===== src/rtl/branch_resolve_cycle.sv =====
// Execute-stage branch/jump resolution: holds the ID/EX control-flow slot and drives the fetch redirect and pipeline flushes.
// Optional statistics counters are compiled in when BRANCH_STATS_EN is defined.
module branch_resolve_cycle #(
  parameter int XLEN    = 32,
  parameter int STATS_W = 32
) (
  input  logic               clk,
  input  logic               rst,
  input  logic               StallE,
  input  logic               ValidD,
  input  logic               BranchD,
  input  logic               JumpD,
  input  logic               JalrD,
  input  logic [2:0]         Funct3D,
  input  logic [XLEN-1:0]    RD1D,
  input  logic [XLEN-1:0]    RD2D,
  input  logic [XLEN-1:0]    PCD,
  input  logic [XLEN-1:0]    ImmExtD,
  output logic               PCSrcE,
  output logic [XLEN-1:0]    PCTargetE,
  output logic               FlushD,
  output logic               FlushE,
  output logic               MisalignE,
  output logic [STATS_W-1:0] BrCountE,
  output logic [STATS_W-1:0] TkCountE
);

  logic            valid_r, done_r, branch_r, jump_r, jalr_r;
  logic [2:0]      funct3_r;
  logic [XLEN-1:0] rd1_r, rd2_r, pc_r, imm_r;
  logic            cond_s, taken_s, pcsrc_s;
  logic [XLEN-1:0] target_s;

  function automatic logic branch_cond(input logic [2:0] f3, input logic [XLEN-1:0] a,
                                       input logic [XLEN-1:0] b);
    logic r;
    case (f3)
      3'b000:  r = (a == b);
      3'b001:  r = (a != b);
      3'b100:  r = ($signed(a) < $signed(b));
      3'b101:  r = ($signed(a) >= $signed(b));
      3'b110:  r = (a < b);
      3'b111:  r = (a >= b);
      default: r = 1'b0;
    endcase
    return r;
  endfunction

  // Condition, taken decision and target computed from the E slot
  always_comb begin
    cond_s   = branch_cond(funct3_r, rd1_r, rd2_r);
    taken_s  = jump_r | jalr_r | (branch_r & cond_s);
    target_s = {XLEN{1'b0}};
    if (!valid_r) begin
      target_s = {XLEN{1'b0}};
    end else if (jalr_r) begin
      target_s = (rd1_r + imm_r) & {{(XLEN-1){1'b1}}, 1'b0};
    end else begin
      target_s = pc_r + imm_r;
    end
    // DoneE keeps a stalled instruction from redirecting a second time
    pcsrc_s = valid_r & taken_s & ~done_r;
  end

  assign PCSrcE    = pcsrc_s;
  assign PCTargetE = target_s;
  assign FlushD    = pcsrc_s;
  assign FlushE    = pcsrc_s;
  assign MisalignE = pcsrc_s & (target_s[1:0] != 2'b00);

  // ID/EX slot: redirect beats stall beats normal load
  always_ff @(posedge clk or posedge rst) begin
    if (rst) begin
      valid_r  <= 1'b0;
      done_r   <= 1'b0;
      branch_r <= 1'b0;
      jump_r   <= 1'b0;
      jalr_r   <= 1'b0;
      funct3_r <= 3'b000;
      rd1_r    <= {XLEN{1'b0}};
      rd2_r    <= {XLEN{1'b0}};
      pc_r     <= {XLEN{1'b0}};
      imm_r    <= {XLEN{1'b0}};
    end else if (pcsrc_s) begin
      if (StallE) begin
        done_r <= 1'b1;
      end else begin
        valid_r  <= 1'b0;
        done_r   <= 1'b0;
        branch_r <= 1'b0;
        jump_r   <= 1'b0;
        jalr_r   <= 1'b0;
      end
    end else if (StallE) begin
      done_r <= done_r;
    end else begin
      valid_r  <= ValidD;
      done_r   <= 1'b0;
      branch_r <= BranchD;
      jump_r   <= JumpD;
      jalr_r   <= JalrD;
      funct3_r <= Funct3D;
      rd1_r    <= RD1D;
      rd2_r    <= RD2D;
      pc_r     <= PCD;
      imm_r    <= ImmExtD;
    end
  end

`ifdef BRANCH_STATS_EN
  logic [STATS_W-1:0] br_count_r, tk_count_r;

  // Committed control-flow and redirect counters, free-running with wrap
  always_ff @(posedge clk or posedge rst) begin
    if (rst) begin
      br_count_r <= {STATS_W{1'b0}};
      tk_count_r <= {STATS_W{1'b0}};
    end else begin
      if (valid_r && !StallE && (branch_r || jump_r || jalr_r)) begin
        br_count_r <= br_count_r + {{(STATS_W-1){1'b0}}, 1'b1};
      end
      if (pcsrc_s) begin
        tk_count_r <= tk_count_r + {{(STATS_W-1){1'b0}}, 1'b1};
      end
    end
  end

  assign BrCountE = br_count_r;
  assign TkCountE = tk_count_r;
`else
  assign BrCountE = {STATS_W{1'b0}};
  assign TkCountE = {STATS_W{1'b0}};
`endif

endmodule


===== config.mk =====
export PLATFORM = sky130hd
export DESIGN_NAME = branch_resolve_cycle
export DESIGN_NICKNAME = d
export VERILOG_FILES = /design/src/rtl/branch_resolve_cycle.sv
export SDC_FILE = /design/constraint.sdc
export NUM_CORES = 1
export LEC_CHECK = 0
export BUFFER_PORTS_ARGS = -buffer_cell sky130_fd_sc_hd__buf_2
export CAP_MARGIN = 25
export CORE_UTILIZATION = 35
export DETAILED_ROUTE_END_ITERATION = 8
export PLACE_DENSITY = 0.67
export SLEW_MARGIN = 40
export SYNTH_ARGS = -nofsm -noshare
export SYNTH_HDL_FRONTEND = slang
export SYNTH_SLANG_ARGS = --single-unit

===== constraint.sdc =====
create_clock -name clk -period 5.1 [get_ports clk]
set_clock_uncertainty 0.1 [all_clocks]
set_input_delay 0.255 -clock clk [delete_from_list [all_inputs] [get_ports clk]]
set_output_delay 0.255 -clock clk [all_outputs]
set_load 0.05 [all_outputs]

==> results of run 1 <==
-- worst max-delay path, cell delays in order (launching register included) --
cell                       delay, ns
sky130_fd_sc_hd__dfrtp_1        0.40
sky130_fd_sc_hd__ha_1           0.38
sky130_fd_sc_hd__a21oi_1        0.22
sky130_fd_sc_hd__o211ai_1       0.24
sky130_fd_sc_hd__a31oi_1        0.45
sky130_fd_sc_hd__o21ai_0        0.23
sky130_fd_sc_hd__a21oi_1        0.26
sky130_fd_sc_hd__o31ai_1        0.16
sky130_fd_sc_hd__a311oi_1       0.52
sky130_fd_sc_hd__o21ai_0        0.25
sky130_fd_sc_hd__xnor2_1        0.18
sky130_fd_sc_hd__o22ai_1        0.17
sky130_fd_sc_hd__buf_2          0.30
-- cells by family after synthesis --
group                      share of synthesized area (%)
AOI/OAI and AO/OA                                   14.3
and+or+nand+nor                                     8.81
buffers and inverters                               9.19
DFF                                                 33.3
muxes                                               18.1
adders and majority gates                           11.8
xor gates and xnor gates                            4.54
other                                             0.0367
-- worst paths after layout --
check                                     end      from  slack, ns  cells past startpoint
worst max-delay path            PCTargetE[31]   pc_r[4]       0.54                     12
worst min-delay path                   jump_r    StallE       0.03                      3
worst min register to register         done_r    done_r       0.39                      2
worst max register to register      rd2_r[10]  rd1_r[9]       1.21                     12
min in group asynchronous           rd2_r[26]       rst       0.38                      3
max in group asynchronous             pc_r[8]       rst       3.43                      4
-- synthesized netlist by cell type (all sizes together) (2+ instances only) --
cell and instances:
nor2 36, a221oi 3, fa 2, a211oi 6, and2 20, a31o 2, xnor2 26, o21a 6
and3 7, ha 93, a31oi 14, a311oi 3, o21bai 5, nor3 4, o211a 5, o22ai 5
a21oi 63, o211ai 7, mux2i 4, nand3 13, a21boi 4, nand2 49, dfrtp 136, o311ai 2
a32oi 2, clkbuf 11, o21ai 46, a21o 32, or2 2, nand2b 11, inv 50, buf 81
or3 3, nand4 12, xor2 27, o31ai 4, nand3b 3, or4 2, mux2 131, nor2b 13
a2bb2oi 2, o31a 2, nor4 2
-- report_power, final --
part | internal [W] | leakage [nW] | total, W | switching [W]
Sequential | 0.00135 | 1.59 | 0.00163 | 0.000276
Clock | 0.000697 | 0.277 | 0.00122 | 0.000524
Combinational | 0.00162 | 4.61 | 0.00375 | 0.00213
Total | 0.00367 | 6.48 | 0.00660 | 0.00293
-- flip-flops by register name (all words and copies together), names as in the netlist --
signal / cells
branch_r: 1
done_r: 1
funct3_r: 3
imm_r: 32
jalr_r: 1
jump_r: 1
pc_r: 32
rd1_r: 32
rd2_r: 32
valid_r: 1
-- layout by cell type (no fill, tap or decap), types with 7 or more instances in the layout --
cell,netlist,routed
sky130_fd_sc_hd__buf_2,4,173
sky130_fd_sc_hd__dfrtp_1,136,136
sky130_fd_sc_hd__dlygate4sd3_1,0,136
sky130_fd_sc_hd__ha_1,93,93
sky130_fd_sc_hd__mux2_4,90,90
sky130_fd_sc_hd__conb_1,1,64
sky130_fd_sc_hd__a21oi_1,61,61
sky130_fd_sc_hd__inv_1,50,49
sky130_fd_sc_hd__nand2_1,49,49
sky130_fd_sc_hd__o21ai_0,43,43
sky130_fd_sc_hd__mux2_2,41,41
sky130_fd_sc_hd__nor2_1,35,35
sky130_fd_sc_hd__a21o_1,32,32
sky130_fd_sc_hd__xor2_1,27,27
sky130_fd_sc_hd__xnor2_1,26,26
sky130_fd_sc_hd__and2_1,20,20
sky130_fd_sc_hd__clkbuf_16,0,17
sky130_fd_sc_hd__a31oi_1,14,14
sky130_fd_sc_hd__nor2b_1,13,13
sky130_fd_sc_hd__nand3_1,13,13
sky130_fd_sc_hd__nand4_1,12,12
sky130_fd_sc_hd__nand2b_1,11,11
sky130_fd_sc_hd__and3_1,7,7
-- through the flow --
stage	std cells	worst slack (ns)
after floorplan	1026	0.960
after global placement	1500	1.15
after detailed placement	1500	1.09
after CTS	1668	0.636
after global routing	1669	0.205
final	1669	0.544
-- area by class of cell --
class	count	area, um^2	share of cell area [%]
Antenna cell	1	2.50	0.0191
Clock buffer	18	439	3.35
Clock inverter	14	139	1.06
Inverter	50	195	1.49
Multi-Input combinational cell	748	6130	46.7
Sequential cell	136	3400	25.9
Tap cell	384	480	3.66
Timing Repair Buffer	318	2330	17.8
-- routing by layer --
metal	global-route usage, %	part of all wire (%)	up-vias
met1	24.0	47	3783
met2	28.9	46	257
met5	0	0	-
met4	6.64	2.4	0
met3	2.70	4.2	37
li1	-	-	3966
==> impl_summary.log, run 1 <==
INFO  metric run_status = finished, final reports clean
INFO  metric design_area = 13100 um^2
INFO  metric worst_ep_arrival_time = 4.20 ns
INFO  metric wirelength = 26200 um
INFO  metric antenna_violating_nets_post_route = 0
INFO  metric grt_antenna_before_repair = 1
INFO  metric die_height = 173 um
INFO  metric avgRoutedWirePerCell = 15.7 um
INFO  metric grt_first_pass_wirelength = 42300 um
INFO  metric yosys.cell_types.count = roughly 70
INFO  metric nFillCells = between 2k and 3k
INFO  metric core_area = 28700 um^2
INFO  metric power.density = 503 nW/um^2
INFO  metric cts_max_path_buffers = 2
INFO  metric clock_tree_from_tritoncts = built
INFO  metric max_freq = approximately 0.22 GHz
INFO  metric hpwlAfterDp = 19500 um
INFO  metric cp.required = 4.74 ns
INFO  metric placement_rows = 62
INFO  metric async_reset_ff_share = 100%
INFO  metric drc = 0
INFO  metric grt_start_max_net_pins = 95
INFO  metric ys_top_cells_by_area = sky130_fd_sc_hd__dfrtp_1, sky130_fd_sc_hd__mux2_4, sky130_fd_sc_hd__ha_1
INFO  metric firstDrtPassIters = 4
INFO  metric ir_drop = 203 uV
INFO  metric sequential_fraction_of_the_synthesis_area = around 33%
INFO  metric fin_hold_ws = approximately 0.034 ns
INFO  metric flow.area_growth_from_synthesis = 28.3%
INFO  metric final_period_minus_worst_setup_slack = 4.56 ns
INFO  metric io-pin-count = 238
INFO  metric tritoncts.num_buffers = 17
INFO  metric gp_congestion = 0.890
INFO  metric globalRouteTotalUtil = 17.8%
INFO  metric die_area = 29900 um^2
INFO  metric count_of_buffers_added_by_post_cts_timing_repair_for_setup = 0
INFO  metric layout.core_utilization = 45.7%
INFO  metric worst-path-max-fanout = 5
INFO  metric maxSlewViolCount = 0
INFO  metric synth_area_per_cell = 10.6 um^2
INFO  metric floorplan.die.width = 173 um
INFO  metric synth-seq-cells = between 100 and 150
INFO  metric viasPerCell = around 4.8
INFO  metric yosysWarnings = 0
INFO  metric worstMarginPinSlew = 0.652 ns
INFO  metric timing.max_slew.rel_slack = 56.5%
INFO  metric drv_cap = 0
INFO  metric clk_pin_slew = 0.06 ns
INFO  metric post_cts_resized = 0
INFO  metric synthFlopType = sky130_fd_sc_hd__dfrtp_1
INFO  metric finalHoldViolCount = 0
INFO  metric clk_latency = 0.43 ns
INFO  metric hold_path_class = in -> reg
INFO  metric synth.cell_area = slightly above 10000 um^2
INFO  metric root_buffer = sky130_fd_sc_hd__clkbuf_16
INFO  metric post_route_cells_drive_above_1_share = 28.0%
INFO  metric ctsHoldBuffers = approximately 140
INFO  metric detailed_place.area = 11200 um^2
INFO  metric first_global_vias = 8160
INFO  metric setup.worst_path.start_class = register
INFO  metric setup_repair_after_global_routing_missed_its_margin = false
INFO  metric finish.net_count = 1504
INFO  metric yosysTopAreaCell = sky130_fd_sc_hd__dfrtp_1
INFO  metric final_min_period_over_clock_period = 89.3%
INFO  metric fin_setup_tns = 0 ns
INFO  metric setup_viol = 0
INFO  metric power.leakage = 6.48 nW
INFO  metric i_o_buffers = 173
INFO  metric grt_remaining_overflow = 0
INFO  metric netlist.area_leader.share = between 30 and 40%
INFO  metric floorplan.initialDensity = 35.6%
INFO  metric number_of_vias_after_detailed_routing = 8043
INFO  metric dr.first_iter.drc_count = 378
INFO  metric ws_path_type = reg -> out
INFO  metric synthesis.instances = approximately 960
INFO  metric end_kind = output port
INFO  metric clock_sinks = 136
INFO  metric design_power_total = 0.00660 W
INFO  metric number_of_enable_flip_flop_cells_after_synthesis = 0
INFO  metric clock_tree.htree_level_count = 4
No activity file was read; power rests on OpenSTA's default activity.
==> run 2, diff against run 1 <==
--- a/config.mk
+++ b/config.mk
@@ -5,11 +5,13 @@
 export SDC_FILE = /design/constraint.sdc
 export NUM_CORES = 1
 export LEC_CHECK = 0
+export ABC_AREA = 1
 export BUFFER_PORTS_ARGS = -buffer_cell sky130_fd_sc_hd__buf_2
 export CAP_MARGIN = 25
 export CORE_UTILIZATION = 35
 export DETAILED_ROUTE_END_ITERATION = 8
 export PLACE_DENSITY = 0.67
+export SKIP_CTS_REPAIR_TIMING = 1
 export SLEW_MARGIN = 40
 export SYNTH_ARGS = -nofsm -noshare
 export SYNTH_HDL_FRONTEND = slang
==> impl_summary.log, run 2 <==
INFO  metric first_global_vias = 9600
INFO  metric floorplan.initialDensity = 36.0%
INFO  metric post_route_cells_drive_above_1_share = about 17%
INFO  metric flow.area_growth_from_synthesis = 21.9%
INFO  metric antenna_violating_nets_post_route = 0
INFO  metric setup_repair_after_global_routing_missed_its_margin = false
INFO  metric drc = 0
INFO  metric cp.required = 4.74 ns
INFO  metric firstDrtPassIters = 5
INFO  metric grt_start_max_net_pins = 138
INFO  metric sequential_cell_area = 3400 um^2
INFO  metric avgRoutedWirePerCell = 14.8 um
INFO  metric design_power_total = between 0.005 and 0.006 W
INFO  metric clock_tree_from_tritoncts = built
INFO  metric floorplan.die.width = ~180 um
INFO  metric maxSlewViolCount = 0
INFO  metric master_of_the_slowest_instance_on_the_critical_path = sky130_fd_sc_hd__fa_1
INFO  metric post-synth-top-count-cell = sky130_fd_sc_hd__nand2_1
INFO  metric i_o_buffers = 173
INFO  metric finish.net_count = 1976
INFO  metric dr.first_iter.drc_count = a little over 800
INFO  metric final_min_period_over_clock_period = 77.3%
INFO  metric timing.max_slew.rel_slack = 47.6%
INFO  metric clk_pin_slew = roughly 0.06 ns
INFO  metric synth.cell_area = 10800 um^2
INFO  metric gp_congestion = 0.989
INFO  metric most_frequent_cells_in_the_layout = sky130_fd_sc_hd__nand2_1, sky130_fd_sc_hd__nand3_1, sky130_fd_sc_hd__buf_2
INFO  metric core_area = roughly 30000 um^2
INFO  metric root_buffer = sky130_fd_sc_hd__clkbuf_16
INFO  metric sequential_fraction_of_the_synthesis_area = 31.5%
INFO  metric die_area = approximately 32000 um^2
INFO  metric setup.worst_path.start_class = register
INFO  metric min-delay-start = RD2D[26]
INFO  metric worstPathCellList = ha_1 -> fa_1 -> nand2_1 -> nand2_1 -> o21ai_0 -> o21ai_1 -> nand2_1 -> nand2_1 -> a21oi_1 -> inv_1 -> nand2_1 -> nand2_1 -> nand2_1 -> nand3_1 -> nand3_1 -> nand2_1 -> a21oi_1 -> buf_2
INFO  metric power_switching_share = 48.4%
INFO  metric ys_top_cells_by_area = sky130_fd_sc_hd__dfrtp_1, sky130_fd_sc_hd__nand2_1, sky130_fd_sc_hd__ha_1
INFO  metric synthesis.instances = between 1.5k and 2k
INFO  metric max_freq = 0.254 GHz
INFO  metric clk_latency = 0.44 ns
INFO  metric synth_area_per_cell = 7.18 um^2
INFO  metric clock_tree.htree_level_count = 4
INFO  metric tritoncts.num_buffers = 17
INFO  metric diodes_inserted = 0
INFO  metric critical-path-top-cell-by-count = sky130_fd_sc_hd__nand2_1
INFO  metric globalRouteTotalUtil = about a fifth
INFO  metric mostFrequentLayoutCell = sky130_fd_sc_hd__nand2_1
INFO  metric synthFlopType = sky130_fd_sc_hd__dfrtp_1
INFO  metric netlist.area_leader.share = between 30% and 40%
INFO  metric worst-path-max-fanout = 4
INFO  metric cp-startpoint = pc_r[0]
INFO  metric placement_rows = 63
INFO  metric switchingPower = around 0.0027 W
INFO  metric grt_remaining_overflow = 0
INFO  metric hpwlAfterDp = 24200 um
INFO  metric nFillCells = 3133
INFO  metric violations = hold timing
INFO  metric fin_hold_ws = -0.0334 ns
INFO  metric multi_input_comb_area = 6290 um^2
INFO  metric ir_drop = 266 uV
INFO  metric synth-seq-cells = around 140
INFO  metric number_of_enable_flip_flop_cells_after_synthesis = 0
INFO  metric yosys.cell_types.count = 46
INFO  metric power_frac_seq = between 20% and 30%
INFO  metric reg2reg_from = rd1_r[5]
INFO  metric io-pin-count = ~240
INFO  metric setup_viol = 0
INFO  metric cts_max_path_buffers = 2
INFO  metric grt_antenna_before_repair = 0
INFO  metric number_of_vias_after_detailed_routing = 10.5k
INFO  metric wirelength = about 32000 um
INFO  metric crit_path_max_incr_delay = 0.42 ns
INFO  metric drv_cap = 0
INFO  metric final_period_minus_worst_setup_slack = 3.94 ns
INFO  metric hold_path_class = in -> reg
INFO  metric end_kind = output port
INFO  metric synth.top_cells.by_count = sky130_fd_sc_hd__nand2_1, sky130_fd_sc_hd__nand3_1, sky130_fd_sc_hd__dfrtp_1, sky130_fd_sc_hd__inv_1, sky130_fd_sc_hd__a21oi_1
INFO  metric die_height = 178 um
INFO  metric viasPerCell = 4.88
INFO  metric p_int = approximately 0.0029 W
INFO  metric power.density = 423 nW/um^2
INFO  metric p_comb_share = 50.1%
INFO  metric run_status = complete, but fails checks
INFO  metric ws_path_type = reg -> out
INFO  metric fin_setup_tns = 0 ns
INFO  metric worst_ep_arrival_time = 3.59 ns
INFO  metric clock_sinks = approximately 140
INFO  metric yosysTopAreaCell = sky130_fd_sc_hd__dfrtp_1
INFO  metric grt_first_pass_wirelength = 49100 um
INFO  metric worstMarginPinSlew = 0.787 ns
INFO  metric yosysWarnings = 0
INFO  metric finalHoldViolCount = 21
INFO  metric async_reset_ff_share = 100%
INFO  metric power.leakage = 7.10 nW
INFO  metric clkPwrFrac = 22.3%
[run 2: layout make-up]
type | instances | area share [%]
clock inverter | 15 | 1.16
inverter | 136 | 3.91
tap | 390 | 3.70
clock buffer | 17 | 3.23
sequential | 136 | 25.8
timing repair buffer | 275 | 14.5
multi-input combinational | 1177 | 47.7
[run 2: routing by layer]
metal	GRT usage, %	part of all wire [%]
met1	30.0	50
met4	4.95	1.5
met2	29.6	42
met5	0	0
met3	3.64	5.6
[run 2: cell families (layout without fill, tap and decap cells)]
kind of cell / after synthesis / in the layout / synth area share (%)
AND/OR/NAND/NOR: 754 / 754 / 30.9
XOR/XNOR: 9 / 9 / 0.729
buffers and inverters: 256 / 443 / 12.6
AO/OA/AOI/OAI: 255 / 255 / 13.2
flip-flops: 136 / 136 / 31.5
adder cells (fa/ha/maj): 95 / 95 / 11.1
other: 1 / 64 / 0.0347
[run 2: final timing paths]
check / end / slack [ns] / cells past startpoint
max: PCTargetE[22] / 1.16 / 18
min: rd2_r[26] / -0.03 / 3
max reg2reg: imm_r[17] / 1.77 / 18
min reg2reg: rd2_r[26] / 0.37 / 2
max in group asynchronous: pc_r[7] / 3.99 / 5
min in group asynchronous: rd2_r[20] / 0.38 / 4
[run 2: worst max-delay path, delay by kind of cell, from the launching register on]
kind / cells / cell delay, ns
AND/OR/NAND/NOR: 10 / 0.87
adder cells (fa/ha/maj): 2 / 0.65
buffers and inverters: 2 / 0.41
flip-flops: 1 / 0.40
AO/OA/AOI/OAI: 4 / 0.84
[run 2: power groups by stage]
| stage | Clock [W] | Sequential [W] | Combinational (W) |
|---|---|---|---|
| finish | 0.00124 | 0.00154 | 0.00279 |
| global placement | 0 | 0.00154 | 0.00268 |
| CTS | 0.00127 | 0.00153 | 0.00273 |
| detailed placement | 0 | 0.00155 | 0.00271 |
| floorplan | 0 | 0.00144 | 0.00220 |
| global route | 0.00131 | 0.00156 | 0.00314 |
[run 2: per-stage QoR]
stage | hold slack [ns] | instances | util, % | worst slack (ns) | area [um^2]
6_report | -0.0334 | 2146 | 43.9 | 1.16 | 13200
5_1_grt | 0.000878 | 2146 | 43.9 | 0.892 | 13200
4_1_cts | -0.156 | 2053 | 40.8 | 1.19 | 12200
3_5_place_dp | 0.314 | 2021 | 38.9 | 1.68 | 11700
3_3_place_gp | 0.355 | 2020 | 38.8 | 1.71 | 11600
2_1_floorplan | 0.272 | 1569 | - | 1.11 | 11000
==> run 3, diff against run 2 <==
--- a/config.mk
+++ b/config.mk
@@ -10,7 +10,7 @@
 export CAP_MARGIN = 25
 export CORE_UTILIZATION = 35
 export DETAILED_ROUTE_END_ITERATION = 8
-export PLACE_DENSITY = 0.67
+export PLACE_DENSITY = 0.69
 export SKIP_CTS_REPAIR_TIMING = 1
 export SLEW_MARGIN = 40
 export SYNTH_ARGS = -nofsm -noshare
==> constraint.sdc (replaced) <==
create_clock -name clk -period 3.2 [get_ports clk]
set_clock_uncertainty 0.1 [all_clocks]
set_input_delay 0.16 -clock clk [delete_from_list [all_inputs] [get_ports clk]]
set_output_delay 0.16 -clock clk [all_outputs]
set_load 0.05 [all_outputs]
==> impl_summary.log, run 3 (synthesized netlist as in run 2, its figures left out) <==
INFO  metric timing.max_slew.rel_slack = between 40% and 50%
INFO  metric avgRoutedWirePerCell = 16.5 um
INFO  metric nFillCells = about 2.9k
INFO  metric place.detailed.instances = between 2k and 2.5k
INFO  metric placement_rows = 63
INFO  metric fin_setup_tns = -0.306 ns
INFO  metric cpLargestDelayFamily = compound AO/OA/AOI/OAI gates
INFO  metric worst_hold_path.num_cells = 2
INFO  metric number_of_vias_after_detailed_routing = about 11k
INFO  metric post_route_cells_drive_above_1_share = between 20% and 30%
INFO  metric cp.required = 2.94 ns
INFO  metric cts_max_path_buffers = 2
INFO  metric layout.core_utilization = 50.9%
INFO  metric instances_no_fill = 2252
INFO  metric grt_start_max_net_pins = 137
INFO  metric grt_antenna_before_repair = 0
INFO  metric final_period_minus_worst_setup_slack = 3.30 ns
INFO  metric fin_hold_ws = 0.372 ns
INFO  metric hpwlAfterDp = 24500 um
INFO  metric reg2reg_from = rd1_r[12]
INFO  metric flow.area_growth_from_synthesis = 41.3%
INFO  metric first_global_vias = 9626
INFO  metric slack_of_the_worst_reg_to_reg_path = 0.21 ns
INFO  metric die_area = roughly 32000 um^2
INFO  metric clock_sinks = 136
INFO  metric finalWorstSetupSlack = -0.0988 ns
INFO  metric ir_drop = 415 uV
INFO  metric ws_path_type = reg -> out
INFO  metric run_status = complete, but fails checks
INFO  metric power.leakage = 7.74 nW
INFO  metric grt_remaining_overflow = 0
INFO  metric worstMarginPinSlew = 0.782 ns
INFO  metric i_o_buffers = 173
INFO  metric tritoncts.num_buffers = 17
INFO  metric min-delay-start = rd2_r[28]
INFO  metric globalRouteTotalUtil = 20.2%
INFO  metric clock_tree_from_tritoncts = built
INFO  metric dr.first_iter.drc_count = 792
INFO  metric floorplan.die.width = 178 um
INFO  metric drc = 0
INFO  metric final_min_period_over_clock_period = 103%
INFO  metric root_buffer = sky130_fd_sc_hd__clkbuf_16
INFO  metric worst_ep_arrival_time = 3.04 ns
INFO  metric antenna_violating_nets_post_route = 0
INFO  metric end_kind = output port
INFO  metric clk_latency = 0.43 ns
INFO  metric critical_path.reg2reg.endpoint = rd2_r[2]
INFO  metric floorplan.initialDensity = 36.0%
INFO  metric clk_pin_slew = 0.06 ns
INFO  metric power.density = approximately 660 nW/um^2
INFO  metric drv_cap = 0
INFO  metric crit_path_max_incr_delay = 0.47 ns
INFO  metric dp_slack = -0.121 ns
INFO  metric setup.worst_path.start_class = register
INFO  metric die_height = 178 um
INFO  metric finalHoldViolCount = 0
INFO  metric max_freq = 0.303 GHz
INFO  metric grt_first_pass_wirelength = between 40000 and 50000 um
INFO  metric finish.net_count = about 2.1k
INFO  metric diodes_inserted = 0
INFO  metric cp_num_buf_inv = 1
INFO  metric worst-path-max-fanout = 6
INFO  metric mostFrequentLayoutCell = sky130_fd_sc_hd__nand2_1
INFO  metric viasPerCell = about 5.0
INFO  metric hold_path_class = reg -> reg
INFO  metric clock_tree.htree_level_count = 4
INFO  metric firstDrtPassIters = 5
INFO  metric worst_hold_path.endpoint = rd2_r[28]
INFO  metric worstPathCellList = ha_2 -> a21oi_1 -> o21ai_1 -> a21oi_1 -> o211ai_1 -> nand2_1 -> nand2_1 -> xor2_1 -> o21ai_0 -> nor2_1 -> buf_6
INFO  metric master_of_the_slowest_instance_on_the_critical_path = sky130_fd_sc_hd__dfrtp_1
INFO  metric setup_repair_after_global_routing_missed_its_margin = true
INFO  metric setup_viol = 8
INFO  metric gp_congestion = 0.942
INFO  metric violations = setup timing
INFO  metric r2r_cells = 19
INFO  metric core_area = 30000 um^2
INFO  metric cp-startpoint = imm_r[10]
INFO  metric most_frequent_cells_in_the_layout = sky130_fd_sc_hd__nand2_1, sky130_fd_sc_hd__nand3_1, sky130_fd_sc_hd__buf_2
INFO  metric wirelength = 37200 um
INFO  metric io-pin-count = 238
INFO  metric maxSlewViolCount = 0
==> run 3: worst max-delay path by stage <==
stage,to,slack (ns),cells past startpoint
global placement,PCTargetE[22],-0.08,18
CTS,PCTargetE[22],-0.58,18
floorplan,PCTargetE[13],0.04,12
detailed placement,PCTargetE[22],-0.12,18
global route,PCTargetE[18],-0.24,17
finish,PCTargetE[27],-0.1,11
==> run 3: per-layer routing <==
metal,vias to the layer above,wire length (um),global-route usage [%]
li1,5565,-,-
met1,5313,17100,29.4
met2,432,17300,31.3
met3,35,2180,2.87
met4,0,534,5.06
met5,-,0,0
==> run 3: power breakdown <==
part / internal [W] / leakage, nW / total, W / switching [W]
Sequential: 0.00207 / 1.64 / 0.00251 / 0.000444
Combinational: 0.00223 / 5.84 / 0.00568 / 0.00345
Clock: 0.00107 / 0.259 / 0.00190 / 0.000831
==> run 3: final cells by class <==
type | count | area [um^2] | area share (%)
Multi-Input combinational cell | 1179 | 7080 | 46.4
Sequential cell | 136 | 3430 | 22.4
Timing Repair Buffer | 381 | 3210 | 21.0
Inverter | 136 | 519 | 3.40
Tap cell | 390 | 488 | 3.19
Clock buffer | 17 | 425 | 2.78
Clock inverter | 13 | 123 | 0.803
==> run 3: stage by stage <==
step,area [um^2],total power (W)
floorplan,11100,0.00581
global placement,11900,0.00689
detailed placement,11900,0.00695
CTS,12400,0.00889
global route,15300,0.0108
finish,15300,0.0101
==> run 3: worst reg2reg max path: stages (launching register included) <==
cell	delay, ns
sky130_fd_sc_hd__dfrtp_1	0.46
sky130_fd_sc_hd__ha_1	0.31
sky130_fd_sc_hd__nand4_1	0.23
sky130_fd_sc_hd__a21oi_2	0.21
sky130_fd_sc_hd__nor2_1	0.07
sky130_fd_sc_hd__nand2_1	0.12
sky130_fd_sc_hd__nand2_2	0.09
sky130_fd_sc_hd__nand2_1	0.06
sky130_fd_sc_hd__nand2_1	0.06
sky130_fd_sc_hd__nand3_1	0.07
sky130_fd_sc_hd__nand2_1	0.05
sky130_fd_sc_hd__nand3_1	0.11
sky130_fd_sc_hd__nand2_1	0.08
sky130_fd_sc_hd__nand2_2	0.07
sky130_fd_sc_hd__nand3_4	0.12
sky130_fd_sc_hd__buf_8	0.19
sky130_fd_sc_hd__nand2_8	0.12
sky130_fd_sc_hd__buf_6	0.25
sky130_fd_sc_hd__nand2_1	0.09
sky130_fd_sc_hd__nand2_1	0.06
